## src/rtl/alu_bist_32bit_if.sv

```systemverilog
// ALU-side bus of the BIST engine: operands/opcode out to the ALU, result/carry back.
// Handshake: none on this bus; the engine holds operands stable for two cycles per vector
// (APPLY then COMPARE) and samples result_y_in/result_carry_in on the COMPARE closing edge.
interface alu_bist_32bit_if #(
    parameter int WIDTH = 32
);
    logic [WIDTH-1:0] operand_a_out;
    logic [WIDTH-1:0] operand_b_out;
    logic [3:0]       alu_operation_out;
    logic [WIDTH-1:0] result_y_in;
    logic             result_carry_in;

    modport master (
        output operand_a_out,
        output operand_b_out,
        output alu_operation_out,
        input  result_y_in,
        input  result_carry_in
    );

    modport slave (
        input  operand_a_out,
        input  operand_b_out,
        input  alu_operation_out,
        output result_y_in,
        output result_carry_in
    );
endinterface

```

## src/rtl/alu_bist_32bit.sv

```systemverilog
// Built-in self-test engine for alu_32bit: directed corners then LFSR vectors for ADD and SUB_SIGND,
// checked against an internal reference; reports pass flag, error count and first failing index.
module alu_bist_32bit #(
    parameter int          WIDTH      = 32,
    parameter int          NUM_RANDOM = 16,
    parameter logic [31:0] LFSR_SEED  = 32'hACE1_2345
) (
    input  logic                 clk_in,
    input  logic                 reset_n_in,
    input  logic                 start_in,
    output logic                 busy_out,
    output logic                 done_out,
    output logic                 pass_out,
    output logic [7:0]           error_count_out,
    output logic [7:0]           first_fail_index_out,
    output logic [1:0]           state_out,
    alu_bist_32bit_if.master     alu_bus
);
    localparam int          PER_OP    = 8 + NUM_RANDOM;
    localparam int          NUM_VEC   = 2 * PER_OP;
    localparam logic [7:0]  PER_OP_K  = 8'(PER_OP);
    localparam logic [7:0]  LAST_K    = 8'(NUM_VEC - 1);
    localparam logic [3:0]  OP_ADD    = 4'h0;
    localparam logic [3:0]  OP_SUB    = 4'h1;
    localparam logic [31:0] LFSR_MASK = 32'h8020_0003;

    typedef enum logic [1:0] {S_IDLE, S_APPLY, S_COMPARE, S_DONE} state_t;

    state_t      state;
    logic [7:0]  k;
    logic [31:0] lfsr;

    function automatic logic [31:0] lfsr_step(input logic [31:0] s);
        return s[0] ? ((s >> 1) ^ LFSR_MASK) : (s >> 1);
    endfunction

    function automatic logic [2*WIDTH-1:0] directed_ab(input logic [2:0] i);
        logic [31:0] a;
        logic [31:0] b;
        case (i)
            3'd0:    begin a = 32'h0;         b = 32'h0;         end
            3'd1:    begin a = 32'h1;         b = 32'h0;         end
            3'd2:    begin a = 32'h0;         b = 32'h1;         end
            3'd3:    begin a = 32'h2;         b = 32'h1;         end
            3'd4:    begin a = 32'hFFFF;      b = 32'h1;         end
            3'd5:    begin a = 32'h1;         b = 32'hFFFF;      end
            3'd6:    begin a = 32'hFFFF_FFFF; b = 32'hFFFF_FFFF; end
            default: begin a = 32'hFFFF_FF9C; b = 32'hFFFF_FFFE; end
        endcase
        return {WIDTH'(a), WIDTH'(b)};
    endfunction

    // Next-vector generation: index k+1 is split into opcode half and position within it.
    logic [7:0]       next_k;
    logic             next_in_sub;
    logic [7:0]       next_pos;
    logic             next_is_rand;
    logic [WIDTH-1:0] next_a;
    logic [WIDTH-1:0] next_b;
    logic [3:0]       next_op;
    logic [31:0]      lfsr_succ;

    always_comb begin
        next_k       = k + 8'd1;
        next_in_sub  = (next_k >= PER_OP_K);
        next_pos     = next_in_sub ? (next_k - PER_OP_K) : next_k;
        next_is_rand = (next_pos >= 8'd8);
        next_op      = next_in_sub ? OP_SUB : OP_ADD;
        lfsr_succ    = lfsr_step(lfsr);
        if (next_is_rand) begin
            next_a = WIDTH'(lfsr);
            next_b = WIDTH'(lfsr_succ);
        end else begin
            {next_a, next_b} = directed_ab(next_pos[2:0]);
        end
    end

    // Reference: ADD checks carry and sum, SUB_SIGND checks only the wrapped difference.
    logic [WIDTH:0]   ref_sum;
    logic [WIDTH-1:0] ref_diff;
    logic             mismatch;

    always_comb begin
        ref_sum  = {1'b0, alu_bus.operand_a_out} + {1'b0, alu_bus.operand_b_out};
        ref_diff = alu_bus.operand_a_out - alu_bus.operand_b_out;
        if (alu_bus.alu_operation_out == OP_ADD) begin
            mismatch = (ref_sum != {alu_bus.result_carry_in, alu_bus.result_y_in});
        end else begin
            mismatch = (ref_diff != alu_bus.result_y_in);
        end
    end

    always_ff @(posedge clk_in) begin
        if (!reset_n_in) begin
            state                     <= S_IDLE;
            k                         <= 8'd0;
            lfsr                      <= LFSR_SEED;
            busy_out                  <= 1'b0;
            done_out                  <= 1'b0;
            pass_out                  <= 1'b0;
            error_count_out           <= 8'd0;
            first_fail_index_out      <= 8'hFF;
            alu_bus.operand_a_out     <= '0;
            alu_bus.operand_b_out     <= '0;
            alu_bus.alu_operation_out <= OP_ADD;
        end else begin
            case (state)
                S_IDLE: begin
                    if (start_in) begin
                        state                     <= S_APPLY;
                        busy_out                  <= 1'b1;
                        k                         <= 8'd0;
                        lfsr                      <= LFSR_SEED;
                        error_count_out           <= 8'd0;
                        first_fail_index_out      <= 8'hFF;
                        pass_out                  <= 1'b0;
                        {alu_bus.operand_a_out, alu_bus.operand_b_out} <= directed_ab(3'd0);
                        alu_bus.alu_operation_out <= OP_ADD;
                    end
                end
                S_APPLY: begin
                    state <= S_COMPARE;
                end
                S_COMPARE: begin
                    if (mismatch) begin
                        if (error_count_out != 8'hFF) begin
                            error_count_out <= error_count_out + 8'd1;
                        end
                        if (error_count_out == 8'd0) begin
                            first_fail_index_out <= k;
                        end
                    end
                    if (k == LAST_K) begin
                        state    <= S_DONE;
                        busy_out <= 1'b0;
                        done_out <= 1'b1;
                    end else begin
                        state                     <= S_APPLY;
                        k                         <= next_k;
                        alu_bus.operand_a_out     <= next_a;
                        alu_bus.operand_b_out     <= next_b;
                        alu_bus.alu_operation_out <= next_op;
                        if (next_is_rand) begin
                            lfsr <= lfsr_step(lfsr_succ);
                        end
                    end
                end
                default: begin
                    state    <= S_IDLE;
                    done_out <= 1'b0;
                    pass_out <= (error_count_out == 8'd0);
                end
            endcase
        end
    end

    assign state_out = state;
endmodule

```

## src/flat_wrapper.sv

```systemverilog
// flat-port wrapper written by rule: the top's interface ports become plain ports
module alu_bist_32bit_flat 
#(
    parameter int          WIDTH      = 32,
    parameter int          NUM_RANDOM = 16,
    parameter logic [31:0] LFSR_SEED  = 32'hACE1_2345
)
  (clk_in, reset_n_in, start_in, busy_out, done_out, pass_out, error_count_out, first_fail_index_out, state_out, alu_bus_operand_a_out, alu_bus_operand_b_out, alu_bus_alu_operation_out, alu_bus_result_y_in, alu_bus_result_carry_in);
  alu_bist_32bit_if #(.WIDTH(WIDTH)) alu_bus_i ();
  input  logic clk_in;
  input  logic reset_n_in;
  input  logic start_in;
  output logic busy_out;
  output logic done_out;
  output logic pass_out;
  output logic [7:0] error_count_out;
  output logic [7:0] first_fail_index_out;
  output logic [1:0] state_out;
  output wire logic [$bits(alu_bus_i.operand_a_out)-1:0] alu_bus_operand_a_out;
  output wire logic [$bits(alu_bus_i.operand_b_out)-1:0] alu_bus_operand_b_out;
  output wire logic [$bits(alu_bus_i.alu_operation_out)-1:0] alu_bus_alu_operation_out;
  input wire logic [$bits(alu_bus_i.result_y_in)-1:0] alu_bus_result_y_in;
  input wire logic [$bits(alu_bus_i.result_carry_in)-1:0] alu_bus_result_carry_in;
  assign alu_bus_operand_a_out = alu_bus_i.operand_a_out;
  assign alu_bus_operand_b_out = alu_bus_i.operand_b_out;
  assign alu_bus_alu_operation_out = alu_bus_i.alu_operation_out;
  assign alu_bus_i.result_y_in = alu_bus_result_y_in;
  assign alu_bus_i.result_carry_in = alu_bus_result_carry_in;
  alu_bist_32bit #(.WIDTH(WIDTH), .NUM_RANDOM(NUM_RANDOM), .LFSR_SEED(LFSR_SEED)) u_core (.clk_in(clk_in), .reset_n_in(reset_n_in), .start_in(start_in), .busy_out(busy_out), .done_out(done_out), .pass_out(pass_out), .error_count_out(error_count_out), .first_fail_index_out(first_fail_index_out), .state_out(state_out), .alu_bus(alu_bus_i));
endmodule
```

## config.mk

```make
export PLATFORM = sky130hd
export DESIGN_NAME = alu_bist_32bit_flat
export DESIGN_NICKNAME = d
export VERILOG_FILES = /design/src/rtl/alu_bist_32bit_if.sv /design/src/rtl/alu_bist_32bit.sv /design/src/flat_wrapper.sv
export SDC_FILE = /design/constraint.sdc
export NUM_CORES = 1
export LEC_CHECK = 0
export CAP_MARGIN = 20
export CORE_MARGIN = 2
export CORE_UTILIZATION = 29
export DETAILED_ROUTE_END_ITERATION = 16
export GPL_TIMING_DRIVEN = 0
export PLACE_DENSITY = 0.57
export SYNTH_ARGS = -nofsm -noshare
export SYNTH_HDL_FRONTEND = slang
export SYNTH_SLANG_ARGS = --single-unit
```

## constraint.sdc

```tcl
create_clock -name clk_in -period 3.63 [get_ports clk_in]
set_input_delay 0.726 -clock clk_in [delete_from_list [all_inputs] [get_ports clk_in]]
set_output_delay 0.726 -clock clk_in [all_outputs]
set_load 0.1 [all_outputs]
```

# Word level (Yosys, flattened, before mapping)
# Index checks and enable logic that the tools add are counted.
totals:
  reg_bits: 129
  inputBits: 36
  elab_cells: 100
classes:
  addsub: 5
  order_cmp: 2
  eq_ne: 19
  muxes: 41
  bitwise_logic: 4
  n_reduce_logical: 18
ops:
  columns: ["op", "count"]
  rows:
  - ["$mux 32", 10]
  - ["$pmux 32 s2", 3]
  - ["$pmux 32 s5", 1]
  - ["$pmux 32 s4", 1]
  - ["$mux 8", 8]
  - ["$pmux 8 s2", 3]
  - ["$add 32x32->33", 1]
  - ["$ne 33x33->1", 1]
  - ["$ne 32x32->1", 1]
  - ["$sub 32x32->32", 1]
  - ["$add 8x1->8 const B", 2]
  - ["$reduce_and 4->1", 3]
  - ["$ne 2x1->1 const B", 5]
  - ["$reduce_or 2->1", 5]
  - ["$eq 3x3->1 const B", 3]
  - ["$eq 8x6->1 const B", 1]
  - ["$ge 8x4->1 const B", 1]
  - ["$ge 8x5->1 const B", 1]
  - ["$logic_not 8->1", 1]
  - ["$mux 4", 2]
  - ["$ne 8x8->1 const B", 1]
  - ["$not 3->4", 2]
  - ["$pmux 4 s2", 1]
  - ["$sub 8x5->8 const B", 1]
  - ["other kinds (17)", 30]

# Depth between registers and ports, before layout
# Gate-level depths: netlist of run 1.
depth:
  depth_word: 9
  depth_mapped: 17
  depth_no_buf: 15

# Worst setup path before layout of run 1
# Ideal clock, no wire load.
synth_timing:
  path_kind: "register to register"
  start: "register u_core.alu_bus.operand_a_out[0]"
  end: "register u_core.error_count_out[7]"
  setup_time_ns: 0.065
  arrival_ns: 4.278
  setup_slack_ns: -0.713
  stages_incl_launch_ff: 17
  synth_period_minus_slack_ns: 4.343
  path_cell_list: "dfxtp_1 > ha_1 > inv_1 > fa_1 > o21bai_1 > nand2_1 > a21oi_2 > o2111ai_2 > a2111oi_4 > o21ai_2 > and3_1 > o2111a_1 > a32oi_2 > buf_6 > nand4_2 > or4_1 > nand3_1"
synth_between:
  elab_chain_cells: 5
  word_cells_on_any_way: 7
  cone_classes: "add/sub: 2; eq/ne: 3; mux: 1; reduce/logical: 1"
synth_rtl:
  columns: ["element", "line", "text"]
  rows:
  - ["start: declaration", "alu_bist_32bit_if.sv:14", "output operand_a_out,"]
  - ["start signal: assignment", "alu_bist_32bit.sv:117", "{alu_bus.operand_a_out, alu_bus.operand_b_out} <= directed_ab(3'd0);"]
  - ["start signal: assignment", "alu_bist_32bit.sv:140", "alu_bus.operand_a_out <= next_a;"]
  - ["$add 32x32->33 / $sub 32x32->32 (equally long branches)", "alu_bist_32bit.sv:84, alu_bist_32bit.sv:85", null]
  - ["$ne 33x33->1 / $ne 32x32->1 (equally long branches)", "alu_bist_32bit.sv:87, alu_bist_32bit.sv:89", null]
  - ["$mux 1 *", "alu_bist_32bit.sv:86", "if (alu_bus.alu_operation_out == OP_ADD) begin"]
  - ["$ne 2x1->1 (no source line) *", null, null]
  - ["$reduce_and 4->1 (no source line) *", null, null]
  - ["end signal: assignment", "alu_bist_32bit.sv:127", "error_count_out <= error_count_out + 8'd1;"]
  - ["end: declaration", "alu_bist_32bit.sv:14", "output logic [7:0] error_count_out,"]
# Mark *: on every way between the ends. The rest lies on a longest branch, timed or not.
# A chain may end at the register's enable or synchronous reset.

# Final worst setup path of run 1
layout_timing:
  start: "register u_core.alu_bus.operand_b_out[21]"
  end: "register u_core.error_count_out[3]"
layout_between:
  elab_chain_cells: 5
  word_cells_on_any_way: 7
  cone_classes: "add/sub: 2; eq/ne: 3; mux: 1; reduce/logical: 1"
layout_rtl:
  columns: ["element", "line", "text"]
  rows:
  - ["start: declaration", "alu_bist_32bit_if.sv:15", "output operand_b_out,"]
  - ["start signal: assignment", "alu_bist_32bit.sv:117", null]
  - ["start signal: assignment", "alu_bist_32bit.sv:141", "alu_bus.operand_b_out <= next_b;"]
  - ["$add 32x32->33 / $sub 32x32->32 (equally long branches)", "alu_bist_32bit.sv:84, alu_bist_32bit.sv:85", null]
  - ["$ne 33x33->1 / $ne 32x32->1 (equally long branches)", "alu_bist_32bit.sv:87, alu_bist_32bit.sv:89", null]
  - ["$mux 1 *", "alu_bist_32bit.sv:86", null]
  - ["$ne 2x1->1 (no source line) *", null, null]
  - ["$reduce_and 4->1 (no source line) *", null, null]
# Marks and branches as above.

==> run metrics, run 1 <==
WL final 41130 um; Area Growth Syn to Fin 33.60%; final worst path period share 108.2%; core outline area roughly 0.036 mm^2; reg2reg end u_core.error_count_out[3]$_SDFFE_PN0P_; simple-gate share of the synthesized area 23.45%; largest cells by area after synthesis dfxtp_1 (24%), ha_1 (8.7%), nand2_1 (6.0%); Post-synth ARST share 0%; Worst setup EP type register; pin count of the biggest net entering global routing 17; TritonCTS clock tree done; ANT nets after route 0; post-route setup slack -0.2980 ns; status complete, but fails checks; worst path required time 3.97 ns; die width between 150 and 200 um; RSZ-0062 raised after global routing true; Critical Path Slowest Stage Cell a2111oi_1; Synth Area in Compound Gates 30.29%; DRC errors left 0; RePlAce Congestion 0.9283; Total Routing Usage GR 21.16%; Max Cap Violations 0; area share of fa/ha/maj cells after synthesis 9.126%; Root Driver clkbuf_16; PwrDens ~330 mW/mm^2; grt ovf 0; Hold Path Origin u_core.alu_bus.operand_a_out[31]$_SDFFE_PN0P_; count leader, synth nand2_1; CTS HTree Levels 4; Pre-Repair DR Iteration Count 6; synthesized area ~0.011 mm^2; clock buffer depth 2; worst reg2reg setup slack -0.30 ns; Final min period 3.928 ns; CTS sink cnt 126; Area after DPL 0.01258 mm^2; CTS Buf Count 17; Synth Area in XOR/XNOR roughly 6.3%; Synth warnings 0; Least-Margin Pin Slew 1.027 ns; Top-Level Pins 125; drt wl/cell 19.98 um; starting density of the core between 20% and 30%; die area 0.03804 mm^2; Netlist cell types 93; dpl hpwl 33070 um; Max Freq 254.6 MHz; max-slew violation count 0; final hold violations 0; vias in the first global route 11.04k; Hold Path Class register to register; CP cell instances inv_1 > ha_1 > a21oi_2 > o21ai_0 > a2111oi_1 > a21o_1 > nor2_1 > o311a_1 > o21ai_2 > nor4_4 > a32oi_4 > buf_6 > nand2_2 > or4b_1 > a31oi_1; final setup vio count 16; clock skew 0.01181 ns; share of layout cells above drive strength 1 18.15%; # nets final 1697; Slew HR 31.35%; Syn Inst Count 1419; mux cell area share after synthesis less than 1%; largest family of logic cells by synthesized area compound AO/OA/AOI/OAI gates; clk_lat worst skew 0.42 ns; Synth area leader dfxtp_1; register area share after synthesis between 20% and 30%; Seq cells post-synth 126; critical path type register to register; number of cells on the worst reg-to-reg path 15; row count 69; Post-synth EDFFs 0; peak supply drop 0.3263 mV; DRT iter0 DRCs 699; first-pass GRT wire length 63220 um; Total Power 4.629 mW; WHS Path Cells 2; number of vias per cell 5.459; Avg Cell Area, Syn 7.459 um^2; critical path's largest stage delay 0.47 ns; Worst Hold Path EP u_core.alu_bus.operand_a_out[31]$_SDFFE_PN0P_; via count 11.24k; Synth Flop Type dfxtp_1; Die Y 195.0 um; Post-CTS Hold Buffers 0; crit-path max FO 6; Synth top area share a little under a quarter; startpoint types register; initial antenna violation count 0; failing checks setup timing; RR Startpoint u_core.alu_bus.operand_b_out[21]$_SDFFE_PN0P_; CP arrival 4.27 ns; synth cell count leaders nand2_1 (170), dfxtp_1 (126), o21ai_0 (120); clock-pin slew on the worst setup and hold paths 0.06 ns; ant diodes 0; design area 0.01414 mm^2; port bufs 121; P_leak roughly 5.3 nW
-- metal layers --
layer / GRT usage, % / part of all wire (%)
met5: 0 / 0
met4: 6.927 / 2.9
met2: 37.26 / 49
met1: 26.91 / 44
met3: 2.332 / 4.2
-- worst max path at each step --
stage | to | from | slack, ns
6_report | u_core.error_count_out[3]$_SDFFE_PN0P_ | u_core.alu_bus.operand_b_out[21]$_SDFFE_PN0P_ | -0.30
5_1_grt | u_core.error_count_out[7]$_SDFFE_PN0P_ | u_core.alu_bus.operand_a_out[0]$_SDFFE_PN0P_ | -0.46
4_1_cts | u_core.error_count_out[7]$_SDFFE_PN0P_ | u_core.alu_bus.operand_a_out[0]$_SDFFE_PN0P_ | -0.24
3_5_place_dp | u_core.first_fail_index_out[3]$_SDFFE_PN1P_ | alu_bus_result_y_in[25] | -0.99
3_3_place_gp | u_core.first_fail_index_out[1]$_SDFFE_PN1P_ | alu_bus_result_y_in[25] | -1.02
2_1_floorplan | u_core.error_count_out[7]$_SDFFE_PN0P_ | u_core.alu_bus.operand_a_out[0]$_SDFFE_PN0P_ | -0.14
-- cell type report --
| class | instances | area (um^2) |
|---|---|---|
| sequential | 126 | 2686 |
| clock inverter | 15 | 150.1 |
| fill | 3756 | 21600 |
| timing repair buffer | 150 | 1444 |
| tap | 461 | 576.8 |
| buffer | 79 | 445.4 |
| multi-input combinational | 1144 | 8160 |
| inverter | 67 | 251.5 |
| clock buffer | 17 | 425.4 |
-- report_power, final --
group          leakage [nW]  switching [mW]  internal [mW]
logic                  3.95            1.02          0.496
registers              1.06          0.0423           1.40
clock network         0.283           0.703          0.967
total                  5.29            1.76           2.86
-- critical path, delay by kind of cell, from the launching register on --
family          cells  cell delay (ns)
compound gates      8             2.15
simple gates        4             0.66
flops               1             0.41
buf+inv             2             0.25
fa+ha+maj           1             0.37
-- registers in the layout, indices dropped and copies added, names as in the netlist --
| register | count |
|---|---|
| u_core.alu_bus.alu_operation_out | 1 |
| u_core.alu_bus.operand_a_out | 32 |
| u_core.alu_bus.operand_b_out | 32 |
| u_core.busy_out | 1 |
| u_core.done_out | 1 |
| u_core.error_count_out | 8 |
| u_core.first_fail_index_out | 8 |
| u_core.k | 8 |
| u_core.lfsr | 32 |
| u_core.pass_out | 1 |
| u_core.state_out | 2 |
-- stage by stage --
| stage | util [%] | hold WS [ns] | worst slack [ns] | instances | TNS [ns] |
|---|---|---|---|---|---|
| 2_1_floorplan | - | 0.4518 | -0.1361 | 1421 | -0.3488 |
| 3_3_place_gp | 35.20 | 0.4493 | -1.021 | 2003 | -32.37 |
| 3_5_place_dp | 35.20 | 0.4527 | -0.9920 | 2003 | -32.56 |
| 4_1_cts | 38.73 | 0.4779 | -0.2409 | 2051 | -3.091 |
| 5_1_grt | 39.56 | 0.5002 | -0.4568 | 2059 | -6.213 |
| 6_report | 39.56 | 0.4737 | -0.2980 | 2059 | -4.281 |
-- cell usage in the layout, fill, tap and decap left out, types with 29 or more instances in the layout --
cell type / instances
nand2_1: 165
inv_1: 65
buf_4: 37
a21oi_1: 63
dfxtp_4: 34
dfxtp_1: 63
nor2_1: 95
clkbuf_1: 39
xnor2_1: 38
a21boi_0: 67
clkdlybuf4s50_1: 121
ha_1: 66
dfxtp_2: 29
xor2_1: 30
nand3_1: 44
o21ai_0: 112
nor2b_1: 29
-- what timing repair did --
item                       4_1_cts  5_1_grt
setup buffers                   20        9
gates cloned                     0        0
pin swaps                       33        9
gates resized for setup        128       59
setup endpoints to repair       98      102
-- logic make-up (layout without fill, tap and decap cells) --
group	count (synthesis)	in the layout
AO/OA/AOI/OAI	478	478
XOR/XNOR	76	76
adder cells (fa/ha/maj)	76	76
buffers and inverters	151	328
flip-flops	126	126
multiplexers	10	10
other	1	3
AND/OR/NAND/NOR	501	501
Note: power is estimated with default switching activity, not from simulation.
==> run 2, diff against run 1 <==
--- a/config.mk
+++ b/config.mk
@@ -8,9 +8,12 @@
 export CAP_MARGIN = 20
 export CORE_MARGIN = 2
 export CORE_UTILIZATION = 29
+export CTS_BUF_LIST = sky130_fd_sc_hd__clkbuf_8 sky130_fd_sc_hd__clkbuf_16
 export DETAILED_ROUTE_END_ITERATION = 16
 export GPL_TIMING_DRIVEN = 0
+export MAX_ROUTING_LAYER = met4
 export PLACE_DENSITY = 0.57
+export RECOVER_POWER = 25
 export SYNTH_ARGS = -nofsm -noshare
 export SYNTH_HDL_FRONTEND = slang
 export SYNTH_SLANG_ARGS = --single-unit
==> run 2 against run 1 <==
  * Hold slack worse by 0.014 ns
  * Via count is 1.1% lower
  * Largest cell class unchanged
  * The run still ends with setup timing left
  * Fmax is 1.3% lower
  * Final cell count is 0.63% lower
  * Setup slack worse by 0.050 ns
  * Largest power group unchanged
==> run metrics, run 2 (same netlist as run 1, synthesis figures left out) <==
Slew HR 31.71%; setup TNS -4.550 ns; pre-CTS WS -1.078 ns; status complete, but fails checks; CTS HTree Levels 4; TritonCTS clock tree done; multi-input combinational cell area 0.007859 mm^2; top cell family by delay on the critical path compound AO/OA/AOI/OAI gates; metal3 WL 1497 um; vias in the first global route 10.80k; final worst path period share 109.6%; most common cell after layout, fill and taps aside nand2_1; P_sw 1.761 mW; design area ~0.014 mm^2; Setup crit start u_core.alu_bus.operand_b_out[15]$_SDFFE_PN0P_; clk_lat worst skew 0.42 ns; core outline area 0.03574 mm^2; die width 195.0 um; crit-path max FO 10; Top cell by count, worst path buf_2; share of layout cells above drive strength 1 approximately 15%; biggest regs u_core.alu_bus.operand_a_out: 32 flops, u_core.alu_bus.operand_b_out: 32 flops, u_core.lfsr: 32 flops; Critical Path Slowest Stage Cell a2111oi_4; clock buffer depth 2; startpoint types register; row count 69; CP arrival 4.32 ns; number of vias per cell 5.433; metal2 WL between 15000 and 20000 um; Worst setup EP type register; dpl hpwl 33400 um; ANT nets after route 0; Fill cells between 3k and 4k; Area Growth Syn to Fin 29.47%; Final min period 3.978 ns; ant diodes 0; clock-pin slew on the worst setup and hold paths 0.06 ns; CTS Buf Count 17; CP cell instances inv_1 > ha_1 > buf_2 > buf_2 > nor4_4 > o2111ai_4 > a2111oi_4 > o21ai_2 > and3_1 > o2111a_1 > a32oi_2 > buf_6 > buf_8 > nand2_1 > or4b_1 > a31oi_1; drt wl/cell 19.97 um; post-route setup slack -0.3481 ns; first-pass GRT wire length approximately 62000 um; P_leak 5.231 nW; via count 11.12k; post-layout util between 30% and 40%; most frequent cells in the layout nand2_1 (169), o21ai_0 (114), nor2_1 (101); highest routed layer met4; Max Freq ~250 MHz; final setup vio count 16; placed insts 2003; max-slew violation count 0; PwrDens 340.7 mW/mm^2; # nets final 1684; sequential power share 30.9%; CP Buf/Inv Count 5; final hold violations 0; CTS sink cnt around 130; Hold Path Origin u_core.first_fail_index_out[5]$_SDFFE_PN1P_; Top-Level Pins 125; total internal power 2.907 mW; Least-Margin Pin Slew 1.021 ns; die area 0.03804 mm^2; critical path's largest stage delay 0.55 ns; non-filler cells in the finished layout 2046; Pre-Repair DR Iteration Count 8; Clock power frac 37.5%; pin count of the biggest net entering global routing 17; Area after DPL 0.01258 mm^2; Met1 Routed Length 18210 um; Switching Fraction 37.73%; Comb pwr share 31.5%; Root Driver clkbuf_16; critical path type register to register; Post-CTS Hold Buffers 0; initial antenna violation count 0; WL final 40860 um; Total Routing Usage GR 21.52%; Die Y just under 200 um; starting density of the core 29.61%; port bufs 121; peak supply drop 0.3320 mV; Reg area 0.002685 mm^2; RePlAce Congestion around 0.93; worst path required time about 4 ns; Hold Path Class register to register; DRT iter0 DRCs 822; failing checks setup timing; clock skew ~0.011 ns; grt ovf 0; Max Cap Violations 0; RR Startpoint u_core.alu_bus.operand_b_out[15]$_SDFFE_PN0P_; RSZ-0062 raised after global routing true; DRC errors left 0
-- run 2: cell count changes in the layout (fill, tap and decap cells not counted), sizes merged --
cell and change:
clkdlybuf4s50 -40, dlygate4sd3 +40, buf -17, clkbuf +4, bufinv +1, clkinv +1, clkinvlp -1, inv -1
-- run 2: final timing paths --
path | cells past startpoint | slack (ns) | end
setup / recovery | 16 | -0.35 | u_core.error_count_out[3]$_SDFFE_PN0P_
hold / removal | 1 | 0.46 | u_core.first_fail_index_out[5]$_SDFFE_PN1P_
setup reg to reg | 16 | -0.35 | u_core.error_count_out[3]$_SDFFE_PN0P_
hold reg to reg | 1 | 0.46 | u_core.first_fail_index_out[5]$_SDFFE_PN1P_
-- run 2: what timing repair did --
item                                    CTS  global route
resized for setup                        63            44
pin swaps                                16            11
hold endpoints to repair                  0             0
buffers inserted                          7             6
endpoints found under the setup margin   98           102
-- run 2: metrics by stage --
step | hold slack, ns | power (mW)
after floorplan | 0.4518 | 2.427
after global placement | 0.4504 | 2.851
after detailed placement | 0.4527 | 2.858
after CTS | 0.4709 | 4.664
after global routing | 0.4760 | 4.857
final | 0.4599 | 4.668
-- run 2: power groups by stage --
stage	clock (mW)	sequential, mW	combinational, mW
6_report	1.75	1.44	1.47
5_1_grt	1.83	1.45	1.57
4_1_cts	1.77	1.45	1.45
3_3_place_gp	0	1.48	1.38
2_1_floorplan	0	1.68	0.746
3_5_place_dp	0	1.48	1.38
-- run 2: area by class of cell --
class	instances	share of cell area (%)
well taps	461	4.209
inverters	67	1.835
clock buffers	17	3.104
clock inverters	15	1.287
repair buffers	134	9.578
flip-flops and latches	126	19.59
multi-input cells	1144	57.35
plain buffers	82	3.041
-- run 2: per-layer routing --
| metal | up-vias | GRT usage, % |
|---|---|---|
| li1 | 5482 | - |
| met1 | 5244 | 26.40 |
| met3 | 86 | 2.176 |
| met2 | 303 | 36.80 |
| met4 | 0 | 7.520 |
| met5 | - | - |
==> run 3, diff against run 2 <==
==> constraint.sdc (replaced) <==
create_clock -name clk_in -period 3.63 [get_ports clk_in]
set_input_delay 0.726 -clock clk_in [delete_from_list [all_inputs] [get_ports clk_in]]
set_output_delay 0.726 -clock clk_in [all_outputs]
set_load 0.005 [all_outputs]
==> run 3 against run 2 <==
  * The flow still finishes with violations (setup timing)
  * First-iteration DRC count is 5.8% higher
  * Critical path depth up 1
  * Highest routed layer unchanged
  * Wire length rose by 0.46%
  * Design area increased by 3.5%
  * Power decreased by 3.9%
  * Flip-flop and latch count is the same
  * Register-to-register slack is essentially flat
  * Clock skew about the same
  * Hold slack better by 0.0051 ns
  * Utilization rose by 1.3 points
==> run metrics, run 3 (same netlist as run 1, synthesis figures left out) <==
Final min period 3.978 ns; RePlAce Congestion 0.9189; final hold violations 0; Critical Path Slowest Stage Cell or4_4; clock skew 0.01086 ns; CP cell instances inv_4 > ha_4 > fa_2 > and2b_2 > o211ai_1 > a211o_1 > and3_4 > or4_4 > a31oi_4 > nand4_1 > nor4_4 > a32oi_2 > buf_6 > buf_8 > nand4_4 > nor4b_2 > o31a_1; failing checks setup timing; CTS sink cnt between 100 and 150; P_leak around 5.4 nW; Worst path depth 17; Worst setup EP type register; critical path's largest stage delay 0.43 ns; Hold Path Origin u_core.done_out$_SDFFE_PN0P_; worst reg2reg setup slack -0.35 ns; biggest regs u_core.alu_bus.operand_a_out: 32 flops, u_core.alu_bus.operand_b_out: 32 flops, u_core.lfsr: 32 flops; Top-Level Pins roughly 130; port bufs 121; peak supply drop 0.2867 mV; Post-CTS Hold Buffers 0; PwrDens 316.3 mW/mm^2; CTS Buf Count 17; core outline area 0.03574 mm^2; Hold Path Class register to register; final worst path period share 109.6%; most frequent cells in the layout nand2_1 (167), o21ai_0 (111), dfxtp_1 (101); dpl hpwl 33020 um; initial antenna violation count 0; DRC errors left 0; drt wl/cell 19.90 um; Die Y 195.0 um; RR Startpoint u_core.alu_bus.operand_a_out[0]$_SDFFE_PN0P_; ant diodes 0; Least-Margin Pin Slew 0.7941 ns; WL final between 40000 and 50000 um; most common cell after layout, fill and taps aside nand2_1; Total Power 4.485 mW; clock buffer depth 2; WHS Path Cells 2; RSZ-0062 raised after global routing true; CP Buf/Inv Count 3; clock-pin slew on the worst setup and hold paths 0.07 ns; die width just under 200 um; pre-CTS WS -1.134 ns; starting density of the core 29.61%; critical path type register to register; number of vias per cell approximately 5.5; max-slew violation count 0; pin count of the biggest net entering global routing 17; top cell family by delay on the critical path simple AND/OR/NAND/NOR gates; Total Routing Usage GR between 20% and 30%; die area roughly 0.038 mm^2; clk_lat worst skew approximately 0.42 ns; Max Freq 251.4 MHz; post-route setup slack -0.3477 ns; DRT iter0 DRCs 870; reg2reg end u_core.error_count_out[5]$_SDFFE_PN0P_; Max Cap Violations 0; CP arrival 4.28 ns; Worst Hold Path EP u_core.done_out$_SDFFE_PN0P_; CTS HTree Levels 4; status complete, but fails checks; startpoint types register; number of cells on the worst reg-to-reg path 17; Pre-Repair DR Iteration Count 5; first-pass GRT wire length 63360 um; final setup vio count 16; vias in the first global route between 10k and 15k; worst hold slack 0.4650 ns; Root Driver clkbuf_16; row count 69; ANT nets after route 0; Area Growth Syn to Fin 33.98%; via count 11.28k; TritonCTS clock tree done; grt ovf 0; share of layout cells above drive strength 1 about 17%; # nets final 1701; crit-path max FO 8; worst path required time 3.93 ns; Slew HR ~47%
[run 3: cell count changes in the layout (fill, tap and decap cells not counted), moves of 5 or more]
cell / before / now
buf_4: 17 / 37
dfxtp_2: 28 / 21
a21oi_1: 68 / 63
dfxtp_4: 34 / 4
buf_6: 4 / 12
clkdlybuf4s50_1: 81 / 90
ha_1: 71 / 64
ha_4: 2 / 7
dlygate4sd3_1: 40 / 31
buf_2: 16 / 5
dfxtp_1: 64 / 101
[run 3: tightest hold or removal path, stage by stage, from the launching register on]
cell     delay, ns
dfxtp_1       0.32
a21oi_1       0.04
nor2_1        0.07
[run 3: area by class of cell]
class | instances | area, um^2
Fill cell | 3737 | 21560
Multi-Input combinational cell | 1144 | 8252
Sequential cell | 126 | 2564
Timing Repair Buffer | 153 | 1471
Tap cell | 461 | 576.8
Buffer | 80 | 476.7
Clock buffer | 17 | 425.4
Inverter | 67 | 254.0
Clock inverter | 15 | 160.2
[run 3: stage by stage]
stage          instances  setup TNS [ns]  area [um^2]  utilization, %
3_3_place_gp        2003          -33.21        12380           34.64
5_1_grt             2063          -6.473        14180           39.67
3_5_place_dp        2003          -35.00        12380           34.64
6_report            2063          -4.339        14180           39.67
2_1_floorplan       1421               0        10590               -
4_1_cts             2055          -3.746        13740           38.43
[run 3: power by group]
group	leakage [nW]	internal (mW)	switching [mW]
registers	1.03	1.42	0.0421
clock network	0.284	0.977	0.734
logic	4.05	0.515	0.797
[run 3: how the worst max path moves through the flow]
| stage | from | end |
|---|---|---|
| floorplan | u_core.alu_bus.operand_a_out[0]$_SDFFE_PN0P_ | u_core.error_count_out[2]$_SDFFE_PN0P_ |
| global placement | alu_bus_result_y_in[14] | u_core.first_fail_index_out[1]$_SDFFE_PN1P_ |
| detailed placement | alu_bus_result_y_in[14] | u_core.first_fail_index_out[5]$_SDFFE_PN1P_ |
| CTS | u_core.alu_bus.operand_a_out[0]$_SDFFE_PN0P_ | u_core.error_count_out[5]$_SDFFE_PN0P_ |
| global route | u_core.alu_bus.operand_b_out[2]$_SDFFE_PN0P_ | u_core.error_count_out[5]$_SDFFE_PN0P_ |
| finish | u_core.alu_bus.operand_a_out[0]$_SDFFE_PN0P_ | u_core.error_count_out[5]$_SDFFE_PN0P_ |
[run 3: what timing repair did]
| action | in CTS | in global routing |
|---|---|---|
| hold endpoints to repair | 0 | 0 |
| setup endpoints to repair | 98 | 108 |
| gates resized for setup | 156 | 100 |
| pin swaps | 40 | 31 |
| buffers inserted | 22 | 10 |
[run 3: metal layers]
| metal | track usage (%) | share of wire [%] |
|---|---|---|
| met1 | 26.94 | 44 |
| met2 | 37.59 | 49 |
| met3 | 1.744 | 3.6 |
| met4 | 6.842 | 3.0 |
| met5 | - | 0 |
